[config.mk]
export PLATFORM = sky130hd
export DESIGN_NAME = df_join
export DESIGN_NICKNAME = d
export VERILOG_FILES = /design/src/rtl/df_join_pkg.sv /design/src/rtl/join_fifo.sv /design/src/rtl/df_join.sv
export SDC_FILE = /design/constraint.sdc
export NUM_CORES = 1
export LEC_CHECK = 0
export ABC_AREA = 1
export CAP_MARGIN = 20
export CORE_AREA = 3 3 229 231
export DETAILED_ROUTE_END_ITERATION = 16
export DIE_AREA = 0 0 232 234
export PLACE_DENSITY = 0.69
export SLEW_MARGIN = 20
export SYNTH_ARGS = -nofsm -noshare
export SYNTH_HDL_FRONTEND = slang
export SYNTH_SLANG_ARGS = --single-unit
[constraint.sdc]
create_clock -name clk -period 3.56 [get_ports clk]
set_input_delay 0.712 -clock clk [delete_from_list [all_inputs] [get_ports clk]]
set_output_delay 0.712 -clock clk [all_outputs]
set_load 0.01 [all_outputs]
[src/rtl/df_join_pkg.sv]
// df_join_pkg
// Shared defaults and sizing helpers for the df_join slice.
// Nothing here is a port; it only feeds parameter defaults and derived widths
// to join_fifo and df_join.
package df_join_pkg;

    localparam int DEFAULT_PRECISION   = 16;
    localparam int DEFAULT_PARALLELISM = 4;
    localparam int DEFAULT_FIFO_DEPTH  = 4;

    // Occupancy needs one more bit than a pointer so "full" (== depth) is representable.
    function automatic int count_width(input int depth);
        return $clog2(depth) + 1;
    endfunction

endpackage

[src/rtl/join_fifo.sv]
// join_fifo
// Small circular buffer holding whole beats (COUNT elements of WIDTH bits).
// Ports:
//   clk, rst   - rising-edge clock, synchronous active-high reset
//   push       - write push_data this cycle (ignored when full)
//   push_data  - beat to store
//   pop        - drop the head entry this cycle (ignored when empty)
//   head       - oldest stored beat (stale or zero when empty)
//   count      - current occupancy, 0..DEPTH
module join_fifo
    import df_join_pkg::*;
#(
    parameter int  WIDTH = DEFAULT_PRECISION,
    parameter int  COUNT = DEFAULT_PARALLELISM,
    parameter int  DEPTH = DEFAULT_FIFO_DEPTH,
    localparam int CNT_W = count_width(DEPTH)
) (
    input  logic             clk,
    input  logic             rst,
    input  logic             push,
    input  logic [WIDTH-1:0] push_data [COUNT],
    input  logic             pop,
    output logic [WIDTH-1:0] head [COUNT],
    output logic [CNT_W-1:0] count
);

    localparam int PTR_W = $clog2(DEPTH);

    logic [PTR_W-1:0] wr_ptr;
    logic [PTR_W-1:0] rd_ptr;
    logic [WIDTH-1:0] mem [DEPTH][COUNT];
    logic             do_push;
    logic             do_pop;

    // Guard locally so a caller mistake can never overrun or underrun the buffer.
    assign do_push = push && (count != CNT_W'(DEPTH));
    assign do_pop  = pop  && (count != '0);

    // DEPTH is a power of two, so pointers wrap by natural overflow.
    always_ff @(posedge clk) begin
        if (rst) begin
            wr_ptr <= '0;
            rd_ptr <= '0;
            count  <= '0;
            for (int i = 0; i < DEPTH; i++) begin
                for (int j = 0; j < COUNT; j++) begin
                    mem[i][j] <= '0;
                end
            end
        end else begin
            if (do_push) begin
                mem[wr_ptr] <= push_data;
                wr_ptr      <= wr_ptr + 1'b1;
            end
            if (do_pop) begin
                rd_ptr <= rd_ptr + 1'b1;
            end
            case ({do_push, do_pop})
                2'b10:   count <= count + 1'b1;
                2'b01:   count <= count - 1'b1;
                default: count <= count;
            endcase
        end
    end

    always_comb begin
        head = mem[rd_ptr];
    end

endmodule

[src/rtl/df_join.sv]
// df_join
// Joins two valid/ready streams: one output beat pairs the i-th accepted beat
// of branch 0 with the i-th accepted beat of branch 1. Each branch is buffered
// independently so skew of up to FIFO_DEPTH beats costs no input stall.
// Ports:
//   clk, rst                          - rising-edge clock, synchronous active-high reset
//   data_in_0, _valid, _ready         - branch-0 input stream
//   data_in_1, _valid, _ready         - branch-1 input stream
//   data_out_0, data_out_1            - paired head beats of the two buffers
//   data_out_valid, data_out_ready    - joined output handshake
module df_join
    import df_join_pkg::*;
#(
    parameter int  DATA_IN_0_PRECISION_0       = DEFAULT_PRECISION,
    parameter int  DATA_IN_1_PRECISION_0       = DEFAULT_PRECISION,
    parameter int  DATA_IN_0_PARALLELISM_DIM_0 = DEFAULT_PARALLELISM,
    parameter int  DATA_IN_0_PARALLELISM_DIM_1 = 1,
    parameter int  DATA_IN_1_PARALLELISM_DIM_0 = DEFAULT_PARALLELISM,
    parameter int  DATA_IN_1_PARALLELISM_DIM_1 = 1,
    parameter int  FIFO_DEPTH                  = DEFAULT_FIFO_DEPTH,
    localparam int N0 = DATA_IN_0_PARALLELISM_DIM_0 * DATA_IN_0_PARALLELISM_DIM_1,
    localparam int N1 = DATA_IN_1_PARALLELISM_DIM_0 * DATA_IN_1_PARALLELISM_DIM_1
) (
    input  logic                             clk,
    input  logic                             rst,
    input  logic [DATA_IN_0_PRECISION_0-1:0] data_in_0 [N0],
    input  logic                             data_in_0_valid,
    output logic                             data_in_0_ready,
    input  logic [DATA_IN_1_PRECISION_0-1:0] data_in_1 [N1],
    input  logic                             data_in_1_valid,
    output logic                             data_in_1_ready,
    output logic [DATA_IN_0_PRECISION_0-1:0] data_out_0 [N0],
    output logic [DATA_IN_1_PRECISION_0-1:0] data_out_1 [N1],
    output logic                             data_out_valid,
    input  logic                             data_out_ready
);

    localparam int CNT_W = count_width(FIFO_DEPTH);

    logic [CNT_W-1:0] count_0;
    logic [CNT_W-1:0] count_1;
    logic             push_0;
    logic             push_1;
    logic             pop;

    // Ready depends only on stored occupancy, never on data_out_ready, so a
    // full buffer refuses input even in a cycle where it is being popped.
    assign data_in_0_ready = (count_0 < CNT_W'(FIFO_DEPTH));
    assign data_in_1_ready = (count_1 < CNT_W'(FIFO_DEPTH));
    assign push_0          = data_in_0_valid && data_in_0_ready;
    assign push_1          = data_in_1_valid && data_in_1_ready;

    // Output is only offered when both heads exist; a fire pops both together.
    assign data_out_valid = (count_0 != '0) && (count_1 != '0);
    assign pop            = data_out_valid && data_out_ready;

    join_fifo #(
        .WIDTH (DATA_IN_0_PRECISION_0),
        .COUNT (N0),
        .DEPTH (FIFO_DEPTH)
    ) u_fifo_0 (
        .clk       (clk),
        .rst       (rst),
        .push      (push_0),
        .push_data (data_in_0),
        .pop       (pop),
        .head      (data_out_0),
        .count     (count_0)
    );

    join_fifo #(
        .WIDTH (DATA_IN_1_PRECISION_0),
        .COUNT (N1),
        .DEPTH (FIFO_DEPTH)
    ) u_fifo_1 (
        .clk       (clk),
        .rst       (rst),
        .push      (push_1),
        .push_data (data_in_1),
        .pop       (pop),
        .head      (data_out_1),
        .count     (count_1)
    );

endmodule

# Word-level counts from Yosys, hierarchy flattened

Memories as Yosys holds them, arrays and structs flattened. A register that Yosys moved wholly into a read port is not among the register bits.
Cells that the tools add are included.

Add/subtract/negate cells: 8
$lt $le $gt $ge: 2
Equal/unequal tests: 6
Multiplexer cells: 20
Reduce and logical (&&, ||, !) cells: 14

Operator list:

| kind                                                               | count |
|---|---|
| 64-bit two-way mux                                                 | 2 |
| 64-bit OR reduction                                                | 2 |
| 2-bit two-way mux                                                  | 6 |
| 3-bit one-hot mux with 2 select lines                              | 2 |
| 1-bit two-way mux                                                  | 10 |
| 2-bit by 1-bit adder with 2-bit output, second input constant      | 4 |
| 1-bit logical AND                                                  | 8 |
| 3-bit by 1-bit adder with 3-bit output, second input constant      | 2 |
| 3-bit < comparator, second input constant                          | 2 |
| 3-bit inequality test, second input constant                       | 2 |
| 3-bit nonzero test                                                 | 2 |
| 3-bit by 1-bit subtractor with 3-bit output, second input constant | 2 |
| 2-bit by 1-bit == test with 1-bit output, second input constant    | 2 |
| 2-bit == test, second input constant                               | 2 |
| 2-bit nonzero test                                                 | 2 |

Flip-flop bits (word level): 14
Memory bits (writable): 512
Input bits: 133
Output and inout port bits: 131
Logic and storage cells: 58
Memories: 2

Memory list:

| memory       | depth | bits a word | rd ports | clocked after memory_dff | wr ports | RTL line        | text |
|---|---|---|---|---|---|---|---|
| u_fifo_0.mem | 4     | 64          | 1        | 1                        | 4        | join_fifo.sv:31 | `logic [WIDTH-1:0] mem [DEPTH][COUNT];` |
| u_fifo_1.mem | 4     | 64          | 1        | 1                        | 4        | join_fifo.sv:31 |  |

# Depth between registers and ports, before layout

Gate-level depths: netlist (run 1).

Depth after elaboration: 8
Mapped depth: 12
Depth with buffers taken out: 12

# Hierarchy

From an unflattened synthesis (run 1), not the netlist that was laid out.

Cells, all modules: 2086
Area, all modules: 22962.0 µm²

By module, submodules not included:

| module    | instances | cells each | area each (µm²) | sequential area each (µm²) |
|---|---|---|---|---|
| join_fifo | 2         | 1036       | 11452.2         | 7867.5 |
| df_join   | 1         | 14         | 57.6            | 0.0 |

# Least setup slack after synthesis (run 1)

No wires, ideal clock.

Path type: input to register
Start: in data_in_0_valid
End: mem u_fifo_0.mem[0][0] (netlist name) (enable)
Setup time: 0.424 ns
Arrival: 2.647 ns
Required time: 3.136 ns
Path slack: 0.489 ns
Stages on the path: 6
Buffers on the path: 2
Cells stage by stage: nand2_2 > nor2_4 > nand2_1 > buf_4 > buf_6 > nand2_1

RTL lines:

| what               | RTL line        | text |
|---|---|---|
| start: declaration | df_join.sv:27   | `input logic data_in_0_valid,` |
| end: declaration   | join_fifo.sv:31 |  |

==> flow_metrics.env, run 1 <==
export IMPL_synthArstFlopShare_pct=0
export IMPL_tightest_slew_ns=0.9380
export IMPL_ys_seq_area_share_pct=69.30
export IMPL_place_area_sq_mm=0.02581
export IMPL_slew_headroom_pct=37.46
export IMPL_rr_worst_depth=11
export IMPL_start_util_pct=45.16
export IMPL_cts_hold_buf=0
export IMPL_vdd_drop_max_mv=0.5372
export IMPL_critPathMaxStageDelay_ns=0.60
export IMPL_maxCapViolations=0
export IMPL_r2r_slack_ns=1.49
export IMPL_fill_cells=4258
export IMPL_p_leak_nw=10.84
export IMPL_cpMaxStageDelayCell="buf_4"
export IMPL_gr_usage_all_layers_pct=20.92
export IMPL_root_buffer="clkbuf_16"
export IMPL_syn_nets=2208
export IMPL_viasPerCell=5.292
export IMPL_rsz0062_at_grt="false"
export IMPL_routedWlPerCell_microns=19.41
export IMPL_antenna_found_initial=9
export IMPL_hold_viol_final=0
export IMPL_p_per_area_mw_per_mm2=641.5
export IMPL_ys_warn_count=0
export IMPL_multi_input_area_sq_mm=0.005502
export IMPL_grt_pass1_wl_microns=88160
export IMPL_grt_max_degree=129
export IMPL_drtPass1Iterations=4
export IMPL_required_ns=2.85
export IMPL_cp_cell_sequence="buf_4 -> o21ai_0 -> o22ai_1 -> clkdlybuf4s50_1"
export IMPL_hold_class="reg2reg"
export IMPL_numCtsBuffers=53
export IMPL_clk_latency_ns=0.60
export IMPL_syn_inst=2063
export IMPL_io_buffers=263
export IMPL_cts_tree="done"
export IMPL_cp_max_fo=64
export IMPL_postRouteAntennaNets=0
export IMPL_post_cts_buffers=0
export IMPL_ys_flop_type="edfxtp_1"
export IMPL_yosysUniqueCellTypes=20
export IMPL_drt_wl_total_microns=58120
export IMPL_crit_type="reg2out"
export IMPL_arrival_ns=2.66
export IMPL_area_growth_pct=21.14
export IMPL_cts_sink_count=530
export IMPL_die_w_microns=232
export IMPL_finalCritPeriodShare_pct=94.67
export IMPL_cp_top_family="buffers and inverters"
export IMPL_crit_path_end="data_out_1[5]"
export IMPL_fmax_mhz=296.7
export IMPL_placed_cells=2893
export IMPL_r2r_end="u_fifo_1.count[2]$_SDFFE_PP0P_"
export IMPL_syn_area_sq_mm=0.02271
export IMPL_synth_edf_count=512
export IMPL_stdcell_count=2994
export IMPL_dp_hpwl_microns=31460
export IMPL_htreeDepth=2
export IMPL_ctsResizeCount=0
export IMPL_finClkSkew_ns=0.02556
export IMPL_io_pins=264
export IMPL_cts_reportedPaths_clkPinSlew_ns=0.06
export IMPL_fin_tns_setup_ns=0
export IMPL_syn_area_per_cell_sq_um=11.01
export IMPL_final_common_cell="nor2_1"
export IMPL_first_global_vias=15680
export IMPL_core_area_sq_mm=0.05027
export IMPL_chipHeight_microns=234
export IMPL_rows=82
export IMPL_most_common_layout_cells="nor2_1, edfxtp_1, o21ai_0, clkdlybuf4s50_1, inv_1"
export IMPL_crit_path_end_kind="output pin"
export IMPL_vias=15850
export IMPL_drv_slew=0
export IMPL_ys_ff_latch=530
export IMPL_globalplace_congestion=0.7744
export IMPL_dieArea_sq_mm=0.05429
export IMPL_status="completed"
export IMPL_final_layout_size_suffix_gt1_share_pct=5.872
export IMPL_nNetsFinal=2421
export IMPL_period_needed_ns=3.370
export IMPL_timing_rr_start="u_fifo_0.count[0]$_SDFFE_PP0P_"
export IMPL_drc_errors=0
export IMPL_power_total_mw=17.64
export IMPL_crit_buf_inv=2
export IMPL_stdcell_area_sq_mm=0.02751
export IMPL_setup_viol=0
export IMPL_grt_ovfl_total=0
export IMPL_cp_start_kind="flop"
export IMPL_clockBufferDepth=3
export IMPL_regArea_sq_mm=0.01575
export IMPL_first_iter_violations=1294
export IMPL_path_depth=4
-- registers in the layout, indices dropped and copies added, names as in the netlist, named ones only --
signal and flops:
u_fifo_0.count 3, u_fifo_0.mem 256, u_fifo_0.rd_ptr 2, u_fifo_0.wr_ptr 2, u_fifo_1.count 3, u_fifo_1.mem 256, u_fifo_1.rd_ptr 2, u_fifo_1.wr_ptr 2
-- worst reg2reg max path: stages (launching register included) --
cell and delay [ns]:
dfxtp_1 0.31, inv_1 0.08, nand3_1 0.16, nand3_1 0.26, inv_1 0.13, ha_1 0.17
inv_1 0.07, fa_1 0.39, nand2_1 0.08, nand3_1 0.09, o21ai_0 0.16, a21oi_1 0.07
-- layer usage --
metal  vias to the layer above  global-route usage [%]  part of all wire, %
met3                        99                   3.693                  6.3
met1                      7788                   26.77                   40
met5                         -                       0                0.076
met4                         6                   7.281                  2.8
met2                       496                   36.07                   51
li1                       7456                       -                    -
-- area by class of cell --
type	instances	area share (%)
Clock buffer	72	5.263
Tap cell	672	3.057
Clock inverter	23	0.8552
Timing Repair Buffer	298	11.39
Antenna cell	6	0.05459
Inverter	156	2.138
Multi-Input combinational cell	1237	20.00
Sequential cell	530	57.24
-- cells by family (layout without fill, tap and decap cells) --
kind of cell	after synthesis	in the layout	synth area share (%)
AOI/OAI and AO/OA	406	406	9.655
adders and majority gates	12	12	0.7274
buffers and inverters	296	549	6.646
DFF	530	530	69.30
other	0	6	0
and+or+nand+nor	819	819	13.67
-- power by group --
| group | switching (mW) | leakage, nW | internal, mW |
|---|---|---|---|
| combinational | 2.68 | 4.55 | 1.93 |
| clock | 2.31 | 0.821 | 3.14 |
| sequential | 0.147 | 5.47 | 7.43 |
-- cells in the mapped netlist, types with 6 or more instances --
cell      number  area share [%]
o22ai_1      128             3.5
nor2_1       775              13
dfxtp_1       18             1.6
inv_2          6           0.099
nand2_1       34            0.56
edfxtp_1     512              68
inv_1        150             2.5
buf_4         12            0.40
buf_2         38            0.84
ha_1          10            0.55
a21oi_1       12            0.26
o21ai_0      266             5.9
buf_6         40             2.0
clkbuf_1      46            0.76
-- worst min path at each step --
stage	slack (ns)	depth (start not counted)	end	from
2_1_floorplan	0.47	2	flop	u_fifo_1.rd_ptr[1]$_SDFFE_PP0N_
3_3_place_gp	0.49	2	u_fifo_0.count[2]$_SDFFE_PP0P_	u_fifo_0.count[2]$_SDFFE_PP0P_
3_5_place_dp	0.49	2	u_fifo_0.count[2]$_SDFFE_PP0P_	u_fifo_0.count[2]$_SDFFE_PP0P_
4_1_cts	0.50	2	u_fifo_0.count[2]$_SDFFE_PP0P_	u_fifo_0.count[2]$_SDFFE_PP0P_
5_1_grt	0.53	2	flop	u_fifo_1.rd_ptr[1]$_SDFFE_PP0N_
6_report	0.49	2	u_fifo_0.count[2]$_SDFFE_PP0P_	u_fifo_0.count[2]$_SDFFE_PP0P_
-- metrics by stage --
step           worst slack, ns  util, %  hold WS [ns]
2_1_floorplan           0.4893        -        0.4650
3_3_place_gp            0.8129    51.34        0.4859
3_5_place_dp            0.8011    51.34        0.4932
4_1_cts                 0.1612    54.68        0.5016
5_1_grt                0.06365    54.70        0.5289
6_report                0.1899    54.71        0.4942
(Power assumes the default switching activity.)
==> run 2, diff against run 1 <==
--- a/config.mk
+++ b/config.mk
@@ -10,7 +10,7 @@
 export CORE_AREA = 3 3 229 231
 export DETAILED_ROUTE_END_ITERATION = 16
 export DIE_AREA = 0 0 232 234
-export PLACE_DENSITY = 0.69
+export PLACE_DENSITY = 0.66
 export SLEW_MARGIN = 20
 export SYNTH_ARGS = -nofsm -noshare
 export SYNTH_HDL_FRONTEND = slang
==> flow_metrics.env, run 2 (synthesis results as in run 1) <==
export IMPL_p_per_area_mw_per_mm2=646.5
export IMPL_final_common_cell="nor2_1"
export IMPL_routedWlPerCell_microns=19.90
export IMPL_timing_rr_start="u_fifo_0.count[0]$_SDFFE_PP0P_"
export IMPL_vdd_drop_max_mv=0.4748
export IMPL_hold_viol_final=0
export IMPL_swShare_pct=29.23
export IMPL_gr_usage_all_layers_pct=21.50
export IMPL_vias=16040
export IMPL_share_comb_of_total_power_pct=25.8
export IMPL_crit_path_end_kind="output pin"
export IMPL_drv_slew=0
export IMPL_cts_reportedPaths_clkPinSlew_ns=0.06
export IMPL_finClkSkew_ns=0.03712
export IMPL_chipHeight_microns=234
export IMPL_clock_power_share_pct=31.6
export IMPL_clk_latency_ns=0.61
export IMPL_route_met2_wl_microns=30120
export IMPL_start_util_pct=45.16
export IMPL_final_layout_size_suffix_gt1_share_pct=6.314
export IMPL_drt_wl_total_microns=59700
export IMPL_rsz0062_at_grt="false"
export IMPL_hold_worst_slack_ns=0.5038
export IMPL_cp_start_kind="flop"
export IMPL_r2r_slack_ns=1.48
export IMPL_grt_max_degree=129
export IMPL_grt_pass1_wl_microns=90160
export IMPL_nNetsFinal=2435
export IMPL_first_global_vias=15980
export IMPL_cts_sink_count=530
export IMPL_most_common_layout_cells="nor2_1, edfxtp_1, o21ai_0, clkdlybuf4s50_1, inv_1"
export IMPL_cts_hold_buf=0
export IMPL_htreeDepth=2
export IMPL_rr_worst_depth=11
export IMPL_pwr_share_seq_pct=42.6
export IMPL_crit_path_end="data_out_0[4]"
export IMPL_hold_depth=2
export IMPL_routed_top_layer="met4"
export IMPL_status="completed"
export IMPL_drtPass1Iterations=5
export IMPL_globalplace_congestion=0.8108
export IMPL_antenna_found_initial=0
export IMPL_viasPerCell=5.346
export IMPL_maxCapViolations=0
export IMPL_cp_max_fo=30
export IMPL_power_total_mw=17.87
export IMPL_fin_tns_setup_ns=0
export IMPL_die_w_microns=232
export IMPL_core_area_sq_mm=0.05027
export IMPL_grt_ovfl_total=0
export IMPL_hold_class="reg2reg"
export IMPL_r2r_end="u_fifo_0.count[2]$_SDFFE_PP0P_"
export IMPL_wl_met1_microns=23900
export IMPL_slew_headroom_pct=37.28
export IMPL_postRouteAntennaNets=0
export IMPL_first_iter_violations=1325
export IMPL_numCtsBuffers=55
export IMPL_period_needed_ns=3.381
export IMPL_reg_largest_list="u_fifo_0.mem (256), u_fifo_1.mem (256)"
export IMPL_arrival_ns=2.67
export IMPL_placed_cells=2905
export IMPL_crit_type="reg2out"
export IMPL_routed_wl_met3_microns=3699
export IMPL_switchingPower_mw=5.224
export IMPL_io_buffers=263
export IMPL_min_from="u_fifo_0.count[2]$_SDFFE_PP0P_"
export IMPL_io_pins=264
export IMPL_root_buffer="clkbuf_16"
export IMPL_p_leak_nw=10.92
export IMPL_antenna_cells=0
export IMPL_clockBufferDepth=3
export IMPL_fin_ws_ns=0.1791
export IMPL_finalCritPeriodShare_pct=94.97
export IMPL_pre_cts_slack_ns=0.5249
export IMPL_rows=82
export IMPL_drc_errors=0
export IMPL_setup_viol=0
export IMPL_fmax_mhz=295.8
export IMPL_cts_tree="done"
export IMPL_dieArea_sq_mm=0.05429
export IMPL_area_growth_pct=21.76
export IMPL_required_ns=2.85
export IMPL_stdcell_count=3000
export IMPL_p_int_mw=12.65
export IMPL_dp_hpwl_microns=35090
export IMPL_tightest_slew_ns=0.9408
[run 2: changes by cell type in the layout (fill, tap and decap cells not counted), moves of 3 or more]
cell / delta
clkinv_1: +3
clkinv_2: -3
buf_4: +13
diode_2: -6
clkbuf_8: -5
[run 2: cell type report]
cell class | instances | area, sq um
clock inverter | 28 | 334.1
timing repair buffer | 310 | 3211
inverter | 156 | 591.8
fill | 4340 | 22630
multi-input combinational | 1237 | 5502
sequential | 530 | 15750
clock buffer | 67 | 1421
tap | 672 | 840.8
[run 2: critical path: stages (launching register included)]
cell and delay (ns):
dfxtp_4 0.54, buf_4 0.37, o21ai_0 0.14, o22ai_1 0.36, clkdlybuf4s50_1 0.62
[run 2: per-layer routing]
metal  up-vias  track usage, %
li1       7475               -
met1      7911           27.68
met2       541           36.92
met3       111           3.243
met4         0           8.288
met5         -               0
[run 2: through the flow]
step	utilization, %	area [sq um]
2_1_floorplan	-	22710
3_3_place_gp	51.49	25890
3_5_place_dp	51.49	25890
4_1_cts	54.99	27650
5_1_grt	54.99	27650
6_report	54.99	27650
[run 2: worst min-delay path by stage]
stage	endpoint	slack (ns)
2_1_floorplan	flop	0.47
3_3_place_gp	u_fifo_0.count[2]$_SDFFE_PP0P_	0.49
6_report	u_fifo_0.count[2]$_SDFFE_PP0P_	0.50
4_1_cts	u_fifo_0.count[2]$_SDFFE_PP0P_	0.51
3_5_place_dp	u_fifo_0.count[2]$_SDFFE_PP0P_	0.50
5_1_grt	u_fifo_0.count[2]$_SDFFE_PP0P_	0.54
[run 2: power by group through the flow]
| stage | logic [mW] | registers (mW) | clock network (mW) |
|---|---|---|---|
| floorplan | 2.37 | 7.68 | 0 |
| global placement | 4.58 | 7.72 | 0 |
| detailed placement | 4.64 | 7.74 | 0 |
| CTS | 4.67 | 7.62 | 5.73 |
| global route | 5.00 | 7.66 | 5.97 |
| finish | 4.61 | 7.62 | 5.64 |
[run 2: repair_timing]
item | 4_1_cts | 5_1_grt
endpoints found under the setup margin | 43 | 0
setup buffers | 0 | 0
hold endpoints to repair | 0 | 0
gates resized for setup | 1 | 0
==> run 3, diff against run 2 <==
--- a/config.mk
+++ b/config.mk
@@ -7,11 +7,12 @@
 export LEC_CHECK = 0
 export ABC_AREA = 1
 export CAP_MARGIN = 20
-export CORE_AREA = 3 3 229 231
+export CORE_AREA = 3 3 230 232
 export DETAILED_ROUTE_END_ITERATION = 16
-export DIE_AREA = 0 0 232 234
-export PLACE_DENSITY = 0.66
+export DIE_AREA = 0 0 233 235
+export PLACE_DENSITY = 0.69
 export SLEW_MARGIN = 20
 export SYNTH_ARGS = -nofsm -noshare
 export SYNTH_HDL_FRONTEND = slang
+export SYNTH_HIERARCHICAL = 1
 export SYNTH_SLANG_ARGS = --single-unit
==> constraint.sdc (replaced) <==
create_clock -name clk -period 2.8 [get_ports clk]
set_input_delay 0.56 -clock clk [delete_from_list [all_inputs] [get_ports clk]]
set_output_delay 0.56 -clock clk [all_outputs]
set_load 0.01 [all_outputs]
==> flow_metrics.env, run 3 <==
export IMPL_period_needed_ns=2.708
export IMPL_core_area_sq_mm=0.05120
export IMPL_rr_worst_depth=15
export IMPL_slew_headroom_pct=32.43
export IMPL_antenna_found_initial=0
export IMPL_critPathMaxStageDelay_ns=0.56
export IMPL_finClkSkew_ns=0.01563
export IMPL_globalplace_congestion=0.7572
export IMPL_timing_rr_start="u_fifo_1/count[2]$_SDFFE_PP0P_"
export IMPL_rows=83
export IMPL_hold_depth=2
export IMPL_share_comb_of_total_power_pct=16.7
export IMPL_ys_flop_type="edfxtp_1"
export IMPL_arrival_ns=2.15
export IMPL_grt_ovfl_total=0
export IMPL_crit_path_end="data_out_0[58]"
export IMPL_hold_worst_slack_ns=0.4911
export IMPL_fill_cells=4317
export IMPL_drt_wl_total_microns=60770
export IMPL_htreeDepth=2
export IMPL_antenna_cells=0
export IMPL_cp_max_fo=17
export IMPL_switchingPower_mw=5.038
export IMPL_ys_ff_latch=530
export IMPL_tightest_slew_ns=1.014
export IMPL_stdcell_area_sq_mm=0.02848
export IMPL_pwr_share_seq_pct=48.7
export IMPL_nNetsFinal=2477
export IMPL_drc_errors=0
export IMPL_cts_sink_count=530
export IMPL_required_ns=2.24
export IMPL_hold_viol_final=0
export IMPL_finalCritPeriodShare_pct=96.70
export IMPL_io_buffers=263
export IMPL_gr_usage_all_layers_pct=21.66
export IMPL_fmax_mhz=369.3
export IMPL_synth_most_common_cell="nor2_1"
export IMPL_dp_hpwl_microns=32310
export IMPL_r2r_end="u_fifo_0/count[2]$_SDFFE_PP0P_"
export IMPL_crit_path_end_kind="output pin"
export IMPL_power_total_mw=19.43
export IMPL_p_int_mw=14.39
export IMPL_hold_class="reg2reg"
export IMPL_dieArea_sq_mm=0.05476
export IMPL_first_iter_violations=1430
export IMPL_vias=16420
export IMPL_cpMaxStageDelayCell="clkdlybuf4s50_1"
export IMPL_cp_cell_sequence="inv_4 -> buf_8 -> o21ai_0 -> o22ai_1 -> clkdlybuf4s50_1"
export IMPL_synth_top_area_cell="edfxtp_1"
export IMPL_cp_start_kind="flop"
export IMPL_fin_ws_ns=0.09233
export IMPL_most_common_layout_cells="nor2_1, edfxtp_1, o21ai_0, inv_1, clkdlybuf4s50_1"
export IMPL_ys_warn_count=6
export IMPL_p_per_area_mw_per_mm2=682.2
export IMPL_place_area_sq_mm=0.02631
export IMPL_grt_max_degree=65
export IMPL_clk_latency_ns=0.60
export IMPL_final_layout_size_suffix_gt1_share_pct=9.478
export IMPL_drtPass1Iterations=5
export IMPL_numCtsBuffers=54
export IMPL_p_leak_nw=11.72
export IMPL_pre_cts_slack_ns=0.1367
export IMPL_status="completed"
export IMPL_clock_power_share_pct=34.5
export IMPL_reg_largest_list="u_fifo_0/mem (256), u_fifo_1/mem (256)"
export IMPL_syn_inst=2086
export IMPL_crit_buf_inv=3
export IMPL_synthArstFlopShare_pct=0
export IMPL_first_global_vias=16560
export IMPL_cp_top_family="buffers and inverters"
export IMPL_syn_area_sq_mm=0.02296
export IMPL_final_common_cell="nor2_1"
export IMPL_syn_area_per_cell_sq_um=11.01
export IMPL_cts_reportedPaths_clkPinSlew_ns=0.06
export IMPL_die_w_microns=233
export IMPL_path_depth=5
export IMPL_area_growth_pct=24.02
export IMPL_drv_slew=0
export IMPL_syn_nets=2231
export IMPL_start_util_pct=44.85
export IMPL_swShare_pct=25.93
export IMPL_synth_edf_count=512
export IMPL_rsz0062_at_grt="false"
export IMPL_crit_type="reg2out"
export IMPL_yosysUniqueCellTypes=20
export IMPL_maxCapViolations=0
export IMPL_chipHeight_microns=235
export IMPL_clockBufferDepth=3
export IMPL_setup_viol=0
export IMPL_ys_seq_area_share_pct=68.53
export IMPL_root_buffer="clkbuf_16"
export IMPL_vdd_drop_max_mv=0.4060
export IMPL_grt_pass1_wl_microns=92910
export IMPL_synth_top_area_share_pct=66.96
export IMPL_io_pins=264
export IMPL_synth_common_cells="nor2_1, edfxtp_1, o21ai_0"
export IMPL_netlist_top_cells_area="edfxtp_1, nor2_1, o21ai_0, o22ai_1, inv_1"
export IMPL_routedWlPerCell_microns=19.90
export IMPL_cts_tree="done"
export IMPL_r2r_slack_ns=0.60
export IMPL_postRouteAntennaNets=0
export IMPL_viasPerCell=5.376
[run 3: metal layers]
layer / up-vias / global-route usage [%] / part of all wire, %
li1: 7594 / - / -
met1: 7992 / 28.16 / 40
met2: 750 / 37.19 / 50
met3: 83 / 3.625 / 8.3
met4: 0 / 6.588 / 2.1
met5: - / 0 / 0
[run 3: how the worst min path moves through the flow]
stage                               startpoint    to  slack [ns]
2_1_floorplan  u_fifo_0/rd_ptr[1]$_SDFFE_PP0P_  flop        0.46
3_3_place_gp   u_fifo_0/rd_ptr[1]$_SDFFE_PP0P_  flop        0.49
3_5_place_dp   u_fifo_0/rd_ptr[1]$_SDFFE_PP0P_  flop        0.48
4_1_cts        u_fifo_0/rd_ptr[1]$_SDFFE_PP0P_  flop        0.49
5_1_grt        u_fifo_0/rd_ptr[1]$_SDFFE_PP0P_  flop        0.50
6_report       u_fifo_0/rd_ptr[1]$_SDFFE_PP0P_  flop        0.49
[run 3: kinds of logic after synthesis]
group / count (synthesis) / share of synthesized area, %
and+or+nand+nor: 846 / 14.66
DFF: 530 / 68.53
AOI/OAI and AO/OA: 398 / 9.372
buffers and inverters: 300 / 6.724
adders and majority gates: 12 / 0.7193
[run 3: area by class of cell]
cell class | instances | area [sq um] | share of cell area (%)
sequential | 530 | 15750 | 55.31
multi-input combinational | 1256 | 5851 | 20.54
timing repair buffer | 328 | 3754 | 13.18
clock buffer | 74 | 1448 | 5.083
tap | 680 | 850.8 | 2.988
inverter | 162 | 638.1 | 2.241
clock inverter | 24 | 186.4 | 0.6547
[run 3: through the flow]
stage / TNS (ns) / cells / util, %
global placement: 0 / 2938 / 51.38
detailed placement: 0 / 2938 / 51.38
finish: 0 / 3054 / 55.62
global route: 0 / 3054 / 55.62
CTS: -0.05947 / 3049 / 55.32
floorplan: 0 / 2086 / -
[run 3: repair_timing]
item | 4_1_cts | 5_1_grt
pin swaps | 7 | 1
gates cloned | 9 | 4
gates resized for setup | 156 | 17
buffers inserted | 4 | 1
setup endpoints to repair | 125 | 15
hold buffers | 0 | 0
[run 3: worst min-delay path, delay by kind of cell (launching register included)]
family,cells,cell delay [ns]
flip-flops,1,0.32
AND/OR/NAND/NOR,1,0.06
AO/OA/AOI/OAI,1,0.06
[run 3: power groups by stage]
stage | Sequential (mW) | Combinational (mW) | Clock (mW)
floorplan | 9.58 | 1.65 | 0
global placement | 9.60 | 3.23 | 0
detailed placement | 9.62 | 3.26 | 0
CTS | 9.46 | 3.23 | 6.85
global route | 9.51 | 3.52 | 7.18
finish | 9.47 | 3.25 | 6.71
